--- config.mk ---
export PLATFORM = sky130hd
export DESIGN_NAME = load_store_unit
export DESIGN_NICKNAME = d
export VERILOG_FILES = /design/src/rtl/load_store_unit.sv
export SDC_FILE = /design/constraint.sdc
export NUM_CORES = 1
export LEC_CHECK = 0
export CAP_MARGIN = 10
export CORE_MARGIN = 2
export CORE_UTILIZATION = 40
export DETAILED_ROUTE_END_ITERATION = 8
export GPL_TIMING_DRIVEN = 0
export PLACE_DENSITY = 0.75
export SLEW_MARGIN = 0
export SYNTH_ARGS = -nofsm -noshare
export SYNTH_HDL_FRONTEND = slang
export SYNTH_SLANG_ARGS = --single-unit
--- constraint.sdc ---
create_clock -name clk -period 2.33 [get_ports clk]
set_clock_uncertainty 0.05 [all_clocks]
set_input_delay 0.233 -clock clk [delete_from_list [all_inputs] [get_ports clk]]
set_output_delay 0.233 -clock clk [all_outputs]
set_load 0.01 [all_outputs]
--- src/rtl/load_store_unit.sv ---
// Load/store unit: one RV32I memory op at a time, byte-lane steering, load extraction, register write-back.
// Optional MISALIGN_TRAP_EN: trap misaligned half/word accesses instead of force-aligning them.
module load_store_unit (
    input  logic        clk,
    input  logic        rst_n,
    input  logic        in_valid,
    output logic        in_ready,
    input  logic        is_store,
    input  logic [2:0]  funct3,
    input  logic [31:0] addr,
    input  logic [31:0] sdata,
    input  logic [4:0]  rd,
    output logic        mem_req,
    output logic        mem_we,
    output logic [31:0] mem_addr,
    output logic [3:0]  mem_be,
    output logic [31:0] mem_wdata,
    input  logic        mem_ack,
    input  logic [31:0] mem_rdata,
    output logic        WE3,
    output logic [4:0]  A3,
    output logic [31:0] WD3,
    output logic        done,
    output logic        misalign
);

    // state   | meaning
    // S_IDLE  | ready for a new op
    // S_REQ   | memory request held until mem_ack
    // S_WB    | one-cycle register-file write of load data
    // S_FAULT | one-cycle misalign pulse (trap build only)
    localparam logic [1:0] S_IDLE  = 2'd0;
    localparam logic [1:0] S_REQ   = 2'd1;
    localparam logic [1:0] S_WB    = 2'd2;
    localparam logic [1:0] S_FAULT = 2'd3;

    logic [1:0]  state;
    logic        r_store;
    logic [2:0]  r_funct3;
    logic [31:0] r_addr;
    logic [31:0] r_sdata;
    logic [4:0]  r_rd;
    logic [31:0] r_ldata;

    logic        accept;
    logic        mis_in;
    logic [3:0]  be_c;
    logic [31:0] wdata_c;
    logic [7:0]  byte_c;
    logic [15:0] half_c;
    logic [31:0] ld_c;

    assign accept = in_valid && (state == S_IDLE);

`ifdef MISALIGN_TRAP_EN
    assign mis_in = ((funct3[1:0] == 2'b01) && addr[0]) ||
                    (funct3[1] && (addr[1:0] != 2'b00));
`else
    assign mis_in = 1'b0;
`endif

    always_ff @(posedge clk or negedge rst_n) begin
        if (!rst_n) begin
            state    <= S_IDLE;
            r_store  <= 1'b0;
            r_funct3 <= 3'b000;
            r_addr   <= 32'h0;
            r_sdata  <= 32'h0;
            r_rd     <= 5'd0;
            r_ldata  <= 32'h0;
        end else begin
            case (state)
                S_IDLE: begin
                    if (accept) begin
                        r_store  <= is_store;
                        r_funct3 <= funct3;
                        r_addr   <= addr;
                        r_sdata  <= sdata;
                        r_rd     <= rd;
                        state    <= mis_in ? S_FAULT : S_REQ;
                    end
                end
                S_REQ: begin
                    if (mem_ack) begin
                        if (r_store) begin
                            state <= S_IDLE;
                        end else begin
                            r_ldata <= ld_c;
                            state   <= S_WB;
                        end
                    end
                end
                S_WB:    state <= S_IDLE;
                S_FAULT: state <= S_IDLE;
                default: state <= S_IDLE;
            endcase
        end
    end

    // Half lanes use only addr[1] and words ignore addr[1:0], so the non-trap build force-aligns.
    always_comb begin
        be_c    = 4'b1111;
        wdata_c = r_sdata;
        case (r_funct3[1:0])
            2'b00: begin
                be_c    = 4'b0001 << r_addr[1:0];
                wdata_c = {4{r_sdata[7:0]}};
            end
            2'b01: begin
                be_c    = 4'b0011 << {r_addr[1], 1'b0};
                wdata_c = {2{r_sdata[15:0]}};
            end
            default: begin
                be_c    = 4'b1111;
                wdata_c = r_sdata;
            end
        endcase
    end

    always_comb begin
        byte_c = mem_rdata[7:0];
        case (r_addr[1:0])
            2'b00:   byte_c = mem_rdata[7:0];
            2'b01:   byte_c = mem_rdata[15:8];
            2'b10:   byte_c = mem_rdata[23:16];
            default: byte_c = mem_rdata[31:24];
        endcase
        half_c = r_addr[1] ? mem_rdata[31:16] : mem_rdata[15:0];
        ld_c   = mem_rdata;
        case (r_funct3[1:0])
            2'b00:   ld_c = r_funct3[2] ? {24'h0, byte_c} : {{24{byte_c[7]}}, byte_c};
            2'b01:   ld_c = r_funct3[2] ? {16'h0, half_c} : {{16{half_c[15]}}, half_c};
            default: ld_c = mem_rdata;
        endcase
    end

    assign in_ready  = (state == S_IDLE);
    assign mem_req   = (state == S_REQ);
    assign mem_we    = mem_req && r_store;
    assign mem_addr  = mem_req ? {r_addr[31:2], 2'b00} : 32'h0;
    assign mem_be    = mem_req ? be_c : 4'b0000;
    assign mem_wdata = mem_req ? wdata_c : 32'h0;

    assign WE3 = (state == S_WB) && (r_rd != 5'd0);
    assign A3  = (state == S_WB) ? r_rd : 5'd0;
    assign WD3 = (state == S_WB) ? r_ldata : 32'h0;

    assign done = (mem_req && mem_ack && r_store) || (state == S_WB);

`ifdef MISALIGN_TRAP_EN
    assign misalign = (state == S_FAULT);
`else
    assign misalign = 1'b0;
`endif

endmodule
# --- Word-level counts from Yosys, hierarchy flattened ---
# Index checks and enable logic that the tools add are counted.
# W data, S select, Z words.
word_totals:
  regBits: 107
  inputBits: 109
  out_inout_bits: 111
  word_cells: 48
op_classes:
  eq_ne: 8
  n_shift: 2
  muxes: 16
  bitwise_logic: 1
  n_reduce_logical: 14
op_table:
  columns: ["cell", "n"]
  rows:
  - ["$mux W32", 5]
  - ["$pmux W32 S2", 2]
  - ["$pmux W8 S3", 1]
  - ["$mux W16", 1]
  - ["$pmux W4 S2", 1]
  - ["$eq A2 B1 Y1 const B", 3]
  - ["$eq A2 B2 Y1 const B", 3]
  - ["$logic_not A2 Y1", 3]
  - ["$mux W2", 3]
  - ["$pmux W2 S3", 1]
  - ["$logic_and A1 B1 Y1", 5]
  - ["$mux W5", 1]
  - ["$reduce_bool A5 Y1", 1]
  - ["$mux W4", 1]
  - ["$ne A2 B1 Y1 const B", 2]
  - ["$reduce_and A2 Y1", 2]
  - ["$shl A1 B2 Y4 const A", 1]
  - ["$shl A2 B2 Y4 const A", 1]
  - ["$reduce_and A3 Y1", 1]
  - ["$reduce_or A2 Y1", 1]
  - ["$logic_or A1 B1 Y1", 1]
  - ["$not A1 Y1", 1]

# --- Logic depth before layout (Yosys ltp) ---
# Gate-level depths: netlist of run 1.
logic_depth:
  depth_word: 4
  ltp_mapped: 7

# --- Least setup slack after synthesis of run 1 ---
# Ideal clock, no wire load.
synth_path:
  path_kind: "register to register"
  start: "register state[1]"
  end: "register r_addr[27]"
  arrival_ps: 1595
  required_time_ps: 2155
  slack_ps: 561
  path_stages_with_launch: 7
  n_path_buf: 3
  synth_period_minus_slack_ps: 1769
  path_cell_list: "dfrtp_1 -> nor2_1 -> and2_1 -> clkbuf_1 -> buf_2 -> buf_2 -> mux2_2"
synth_via:
  elab_chain_len: 3
synth_lines:
  columns: ["item", "line", "rtl"]
  rows:
  - ["start: declaration", "37", "logic [1:0] state;"]
  - ["start signal: assignment", "80", "state <= mis_in ? S_FAULT : S_REQ;"]
  - ["$logic_not A2 Y1 *", null, null]
  - ["net in_ready", "7", "output logic in_ready,"]
  - ["$logic_and A1 B1 Y1", "53", "assign accept = in_valid && (state == S_IDLE);"]
  - ["$reduce_and A2 Y1 (no line) *", null, null]
  - ["end signal: assignment", "77", "r_addr <= addr;"]
  - ["end: declaration", "40", "logic [31:0] r_addr;"]
# The timed path passes the listed nets; every way through them passes the cells marked *.
# A chain may end at the register's enable or synchronous reset.

# --- Worst setup path after layout of run 1 ---
layout_path:
  start: "register r_funct3[1]"
  end: "output mem_be[3]"
layout_via:
  elab_chain_len: 3
  word_cells_on_any_way: 4
layout_lines:
  columns: ["item", "line", "rtl"]
  rows:
  - ["start: declaration", "39", "logic [2:0] r_funct3;"]
  - ["start signal: assignment", "76", "r_funct3 <= funct3;"]
  - ["$eq A2 B1 Y1 / $logic_not A2 Y1 (equally long branches)", "104", "case (r_funct3[1:0])"]
  - ["$pmux W4 S2 *", "104", null]
  - ["$mux W4 *", "141", "assign mem_be = mem_req ? be_c : 4'b0000;"]
  - ["end: declaration", "16", "output logic [3:0] mem_be,"]
# Mark *: on every way between the ends. The rest lies on a longest branch, timed or not.

==> results.cfg, run 1 <==
[run_status]
result_of_the_run = complete, no violations

[detailed_routing]
ant_nets = 0
dr_total_vias = 4997
via_per_inst = 5.31
drc_errors = 0
drt_first_pass_iters = 5
drt_first_iter_violations = 266
wl_per_instance_um = 18.7
totalWireLength_um = 17600

[critical_path]
cp_data_arrival_time_ps = 2000
critical_path.max_fanout = 10
worst_setup_path_start_kind = flip-flop
crit_path_start = r_funct3[1]$_DFFE_PN0P_
worstPathRequired_ps = 2050
timing.critical_path.to_type = primary output
critPathKind = flip-flop to primary output
worstReg2RegStart = state[0]$_DFFE_PN0P_

[synthesis]
yosysTopAreaCellShare_pct = 48.5
ys_seq_area_share_pct = 48.5
postSynthCellCount = 532
average_footprint_of_a_synthesized_cell_um2 = 10.4
ys.warnings.count = 0
ys_async_sr_fraction_pct = 100
mappedNetlistArea_um2 = 5520
synth_flop_cell = sky130_fd_sc_hd__dfrtp_1
post-synth-top-area-cell = sky130_fd_sc_hd__dfrtp_1
synthTopCellsByArea = sky130_fd_sc_hd__dfrtp_1 48%, sky130_fd_sc_hd__mux2_2 16%, sky130_fd_sc_hd__and2_1 8.7%
synth_cell_types = 34
ys_seq_elements = 107
number_of_enable_flip_flop_cells_after_synthesis = 0

[global_routing]
largest_net_degree_at_the_start_of_global_routing = 58
globalRouteMet2Util_pct = 39.5
globalRouteMet3Util_pct = 6.86
number_of_antenna_violations_at_the_first_check_in_global_routing = 0
grt_met1_usage_pct = 29.5
gr-total-overflow = 0
grt_most_used_layer = met2
global_route.usage.total_pct = 24.1
grt_first_pass_wirelength_um = 27400
via_count_of_the_first_global_routing_pass = 5227

[timing]
worst_slew_margin_rel_pct = 44.5
final-hold-violation-count = 0
fin_hold_ws_ps = 403
setup-violations-final = 0
totalNegativeSetupSlack_ps = 0
final_min_period_over_clock_period_pct = 97.9
number_of_pins_exceeding_their_max_slew_limit_in_the_final_report = 0
achievable-frequency_mhz = 438
layout_min_cycle_time_ps = 2280
worst_pin_slew_ps = 831
rsz0062_at_grt = yes

[clocking]
clk_path_buf_depth = 2
cts_made_buffers = 9
clock-sinks = 107
clock_latency_ps = 350
htree_levels = 3
clkSlewWorstSetupHoldPaths_ps = 70
tritoncts = yes
clk_root_buffer_cell = sky130_fd_sc_hd__clkbuf_16

[pwr]
power.switching_mw = 3.66
power_frac_comb_pct = 50.3
power.share.clock_pct = 15.9
p_per_area_nw_per_um2 = 1200
p_sw_share_pct = 36.6
leakage_nw = 3.79
vdd.ir_drop.worst_mv = 0.641
seqPwrFrac_pct = 33.8
internal-power_mw = 6.34

[layout]
number_of_diodes = 0
synthToLayoutAreaGrowth_pct = 51.3
fillers = 1116
multi_input_comb_area_um2 = 2640
final_nets = 871
fin_area_um2 = 8360
seqCellArea_um2 = 2680
layout-drive-gt1-share_pct = 18.3
layoutNonFillerInstCount = 941

[place]
numPlacedInstances = 927
total_cell_area_at_the_placement_stage_um2 = 7940
place_hpwl_um = 13200
routabilityCongestion = 0.892
port_buffer_count = 216

[min_path]
worstHoldStart = funct3[1]
min_path_type = input pin to flip-flop

[floorplan]
die_h_um = 122
rows = 42
fp.dieArea_um2 = 14800
fp.coreArea_um2 = 13300
floorplan.initialDensity_pct = 41.4
chipWidth_um = 122
ports_placed_on_the_boundary = 220

[job]
drv.max_cap_violation_count = 0
-- flip-flops by register name, indices dropped and copies added, names as in the netlist --
| register | cells |
|---|---|
| r_store | 1 |
| r_addr | 32 |
| r_rd | 5 |
| r_funct3 | 3 |
| state | 2 |
| r_ldata | 32 |
| r_sdata | 32 |
-- cells in the mapped netlist (7+ instances only) --
| master | n |
|---|---|
| sky130_fd_sc_hd__a221o_1 | 7 |
| sky130_fd_sc_hd__a21oi_1 | 22 |
| sky130_fd_sc_hd__and2_1 | 77 |
| sky130_fd_sc_hd__nand3_1 | 30 |
| sky130_fd_sc_hd__o21ai_0 | 22 |
| sky130_fd_sc_hd__a32oi_1 | 8 |
| sky130_fd_sc_hd__buf_2 | 12 |
| sky130_fd_sc_hd__nand2_1 | 43 |
| sky130_fd_sc_hd__a22o_1 | 7 |
| sky130_fd_sc_hd__a22oi_1 | 8 |
| sky130_fd_sc_hd__mux2i_1 | 17 |
| sky130_fd_sc_hd__nor2_1 | 37 |
| sky130_fd_sc_hd__mux2_2 | 79 |
| sky130_fd_sc_hd__dfrtp_1 | 107 |
| sky130_fd_sc_hd__clkbuf_1 | 26 |
-- final timing paths --
path,endpoint,slack (ps),cells past startpoint
max,mem_be[3],50,4
min,r_funct3[1]$_DFFE_PN0P_,400,3
max reg2reg,r_rd[3]$_DFFE_PN0P_,250,6
min reg2reg,r_ldata[22]$_DFFE_PN0P_,440,2
max in group asynchronous,r_funct3[1]$_DFFE_PN0P_,1070,3
min in group asynchronous,r_addr[12]$_DFFE_PN0P_,430,2
-- area by class of cell --
| class | count | share of cell area [%] |
|---|---|---|
| sequential | 107 | 32.1 |
| multi-input combinational | 376 | 31.6 |
| timing repair buffer | 220 | 26.7 |
| clock buffer | 12 | 3.19 |
| buffer | 43 | 3.19 |
| tap | 176 | 2.64 |
| clock inverter | 2 | 0.419 |
| inverter | 5 | 0.225 |
-- critical path, stage by stage, from the launching register on --
cell	delay, ps
sky130_fd_sc_hd__dfrtp_2	490
sky130_fd_sc_hd__inv_1	150
sky130_fd_sc_hd__clkbuf_1	380
sky130_fd_sc_hd__a21oi_1	120
sky130_fd_sc_hd__clkdlybuf4s50_1	510
-- power by group through the flow --
stage	Sequential, mW	Clock [mW]	Combinational [mW]
finish	3.38	1.59	5.03
global route	3.50	1.69	5.44
CTS	3.37	1.61	5.05
detailed placement	3.36	0	5.03
global placement	3.31	0	4.93
floorplan	3.12	0	2.95
-- through the flow --
stage	utilization, %	total power, mW	setup WS, ps
2_1_floorplan	-	6.08	561
3_3_place_gp	59.3	8.23	-3160
3_5_place_dp	59.5	8.39	-130
4_1_cts	62.1	10.0	5.62
5_1_grt	62.6	10.6	-7.68
6_report	62.6	10.0	49.4
-- layer usage --
metal / up-vias / part of all wire [%]
met3: 37 / 9.3
met4: 0 / 3.0
li1: 2284 / -
met5: - / 0
met1: 2431 / 40
met2: 245 / 47
-- cell families (layout without fill, tap and decap cells) --
kind of cell / count (synthesis) / in the layout / synth area share (%)
AOI/OAI and AO/OA: 80 / 80 / 9.67
buffers and inverters: 51 / 282 / 4.15
DFF: 107 / 107 / 48.5
muxes: 97 / 97 / 19.6
other: 1 / 3 / 0.0679
and+or+nand+nor: 196 / 196 / 18.0
-- cells in the final DEF (no fill, tap or decap), drive strengths merged, types with 15 or more instances in the layout --
cell and n:
mux2 79, dlygate4sd2 15, dfrtp 107, buf 29, nor2 37, o21ai 22, nand2 43, and2 77
dlymetal6s2s 15, mux2i 17, clkdlybuf4s50 185, nand3 30, clkbuf 30, a21oi 22
-- what timing repair did --
item / CTS / global route
pin swaps: 0 / 0
resized for setup: 51 / 28
hold buffers: 1 / 0
setup endpoints to repair: 106 / 53
endpoints found under the hold margin: 50 / 0
buffers inserted: 0 / 2
(Power assumes the default switching activity.)
==> inputs of run 2 (changes only) <==
--- a/config.mk
+++ b/config.mk
@@ -10,7 +10,7 @@
 export CORE_UTILIZATION = 40
 export DETAILED_ROUTE_END_ITERATION = 8
 export GPL_TIMING_DRIVEN = 0
-export PLACE_DENSITY = 0.75
+export PLACE_DENSITY = 0.78
 export SLEW_MARGIN = 0
 export SYNTH_ARGS = -nofsm -noshare
 export SYNTH_HDL_FRONTEND = slang
==> constraint.sdc (replaced) <==
create_clock -name clk -period 1.9 [get_ports clk]
set_clock_uncertainty 0.05 [all_clocks]
set_input_delay 0.19 -clock clk [delete_from_list [all_inputs] [get_ports clk]]
set_output_delay 0.19 -clock clk [all_outputs]
set_load 0.01 [all_outputs]
==> run 2 against run 1 <==
The flow now finishes with violations (negative setup slack). Largest power group unchanged. Cell area rose by 3.6%. Global-route usage rose by 0.13 points. Core utilization is 2.2 points higher.
==> results.cfg, run 2 (synthesized netlist as in run 1, its figures left out) <==
[floorplan]
rows = 42
ports_placed_on_the_boundary = 220
floorplan.initialDensity_pct = 41.4
fp.dieArea_um2 = 14800
fp.coreArea_um2 = 13300
chipWidth_um = 122
die_h_um = 122

[layout]
postLayoutCoreUtil_pct = 64.8
final_nets = 888
reg_top3 = r_addr: 32 flops, r_ldata: 32 flops, r_sdata: 32 flops
number_of_diodes = 0
multi_input_comb_area_um2 = 2760
layout_commonest_cell = sky130_fd_sc_hd__clkdlybuf4s50_1
synthToLayoutAreaGrowth_pct = 56.7
fillers = 1154
leading_cell_types_in_the_layout_fill_and_taps_excluded = 108 x sky130_fd_sc_hd__clkdlybuf4s50_1, 104 x sky130_fd_sc_hd__dfrtp_1, 79 x sky130_fd_sc_hd__mux2_2, 76 x sky130_fd_sc_hd__and2_1, 42 x sky130_fd_sc_hd__nand2_1
layout-drive-gt1-share_pct = 29.2
layoutNonFillerInstCount = 960
fin_area_um2 = 8660
seqCellArea_um2 = 2680

[critical_path]
crit_path_start = state[0]$_DFFE_PN0P_
timing.critical_path.buf_inv = 5
timing.critical_path.cells = buf_6 > nand2b_4 > inv_4 > buf_6 > nand3b_1 > buf_6 > a2111o_1 > buf_4 > nand3_1
worst_setup_path_start_kind = flip-flop
worst_path_largest_cell_delay_ps = 420
worst_path_most_repeated_cell = sky130_fd_sc_hd__buf_6
cp_data_arrival_time_ps = 2180
cpMaxStageDelayCell = sky130_fd_sc_hd__a2111o_1
critical_path.max_fanout = 6
timing.critical_path.to_type = flip-flop
worstReg2RegStart = state[0]$_DFFE_PN0P_
critPathKind = flip-flop to flip-flop
path_delay_family = buffers and inverters
worstPathRequired_ps = 2140

[timing]
rsz0062_at_grt = yes
worst_pin_slew_ps = 612
final-hold-violation-count = 0
layout_min_cycle_time_ps = 1940
number_of_pins_exceeding_their_max_slew_limit_in_the_final_report = 0
final_min_period_over_clock_period_pct = 102
achievable-frequency_mhz = 515
final_critical_path_setup_slack_ps = -43.2
setup-violations-final = 13
worst_slew_margin_rel_pct = 59.2

[global_routing]
global_route.usage.total_pct = 24.2
largest_net_degree_at_the_start_of_global_routing = 64
via_count_of_the_first_global_routing_pass = 5312
gr-total-overflow = 0
number_of_antenna_violations_at_the_first_check_in_global_routing = 0
grt_first_pass_wirelength_um = 27500

[clocking]
clk_root_buffer_cell = sky130_fd_sc_hd__clkbuf_16
clkSlewWorstSetupHoldPaths_ps = 70
clock-sinks = 107
cts_made_buffers = 9
htree_levels = 3
clk_path_buf_depth = 2
clock_latency_ps = 350
tritoncts = yes

[pwr]
power.share.clock_pct = 14.5
total_power_mw = 12.8
seqPwrFrac_pct = 32.2
internal-power_mw = 8.04
p_sw_share_pct = 37.4
power.switching_mw = 4.80
leakage_nw = 3.91
vdd.ir_drop.worst_mv = 0.813
power_frac_comb_pct = 53.3
p_per_area_nw_per_um2 = 1480

[run_status]
violations = negative setup slack
result_of_the_run = finished with violations

[place]
port_buffer_count = 216
total_cell_area_at_the_placement_stage_um2 = 7940
dp_slack_ps = -541
numPlacedInstances = 927
place_hpwl_um = 13100
routabilityCongestion = 0.897

[min_path]
min_path_type = input pin to async pin

[detailed_routing]
wl_per_instance_um = 18.7
drt_first_iter_violations = 417
via_per_inst = 5.40
drc_errors = 0
totalWireLength_um = 18000
drt_first_pass_iters = 5
ant_nets = 0
dr_total_vias = 5185

[job]
drv.max_cap_violation_count = 0
==> run 2: cell count changes in the layout (fill, tap and decap cells not counted), moves of 6 or more <==
| cell | delta |
|---|---|
| sky130_fd_sc_hd__a21oi_1 | -8 |
| sky130_fd_sc_hd__buf_6 | +10 |
| sky130_fd_sc_hd__nor2_1 | -6 |
| sky130_fd_sc_hd__buf_2 | +16 |
| sky130_fd_sc_hd__dlygate4sd2_1 | +11 |
| sky130_fd_sc_hd__dlymetal6s2s_1 | -15 |
| sky130_fd_sc_hd__buf_8 | +7 |
| sky130_fd_sc_hd__a21oi_2 | +8 |
| sky130_fd_sc_hd__clkdlybuf4s50_1 | -77 |
| sky130_fd_sc_hd__buf_4 | +13 |
| sky130_fd_sc_hd__clkdlybuf4s15_1 | +41 |
==> run 2: cell type report <==
type | instances | share of cell area [%]
buffer | 44 | 5.46
clock buffer | 12 | 2.73
clock inverter | 4 | 0.593
inverter | 5 | 0.275
multi-input combinational | 376 | 31.9
sequential | 107 | 31.0
tap | 176 | 2.54
timing repair buffer | 236 | 25.6
==> run 2: repair_timing <==
| action | CTS | global route |
|---|---|---|
| hold buffers | 1 | 0 |
| pin swaps | 1 | 5 |
| setup buffers | 11 | 4 |
| resized for setup | 310 | 104 |
| endpoints found under the setup margin | 163 | 141 |
| gates cloned | 0 | 3 |
| hold endpoints to repair | 44 | 0 |
==> run 2: per-layer routing <==
| layer | up-vias | part of all wire [%] | GRT usage, % |
|---|---|---|---|
| met3 | 50 | 9.0 | 6.25 |
| met1 | 2538 | 40 | 29.9 |
| met4 | 0 | 3.9 | 11.9 |
| li1 | 2330 | - | - |
| met2 | 267 | 47 | 39.4 |
| met5 | - | 0 | 0 |
==> run 2: through the flow <==
step | hold WS (ps) | setup TNS (ps)
floorplan | -156 | 0
global placement | 419 | -406490
detailed placement | 197 | -31290
CTS | 350 | -715
global route | 360 | -1590
finish | 355 | -290
==> run 2: power by group through the flow <==
stage | Clock [mW] | Sequential, mW | Combinational (mW)
5_1_grt | 1.98 | 4.26 | 7.38
6_report | 1.86 | 4.14 | 6.85
2_1_floorplan | 0 | 3.83 | 3.62
3_3_place_gp | 0 | 4.05 | 6.03
4_1_cts | 1.90 | 4.10 | 6.33
3_5_place_dp | 0 | 4.12 | 6.15
==> run 2: worst paths after layout <==
kind / end / slack (ps) / depth (start not counted)
min: r_rd[1]$_DFFE_PN0P_ / 350 / 2
max reg2reg: r_ldata[19]$_DFFE_PN0P_ / -40 / 9
max: r_ldata[19]$_DFFE_PN0P_ / -40 / 9
min in group clk: r_addr[1]$_DFFE_PN0P_ / 360 / 3
min reg2reg: r_ldata[20]$_DFFE_PN0P_ / 440 / 2
max in group asynchronous: r_addr[0]$_DFFE_PN0P_ / 670 / 3
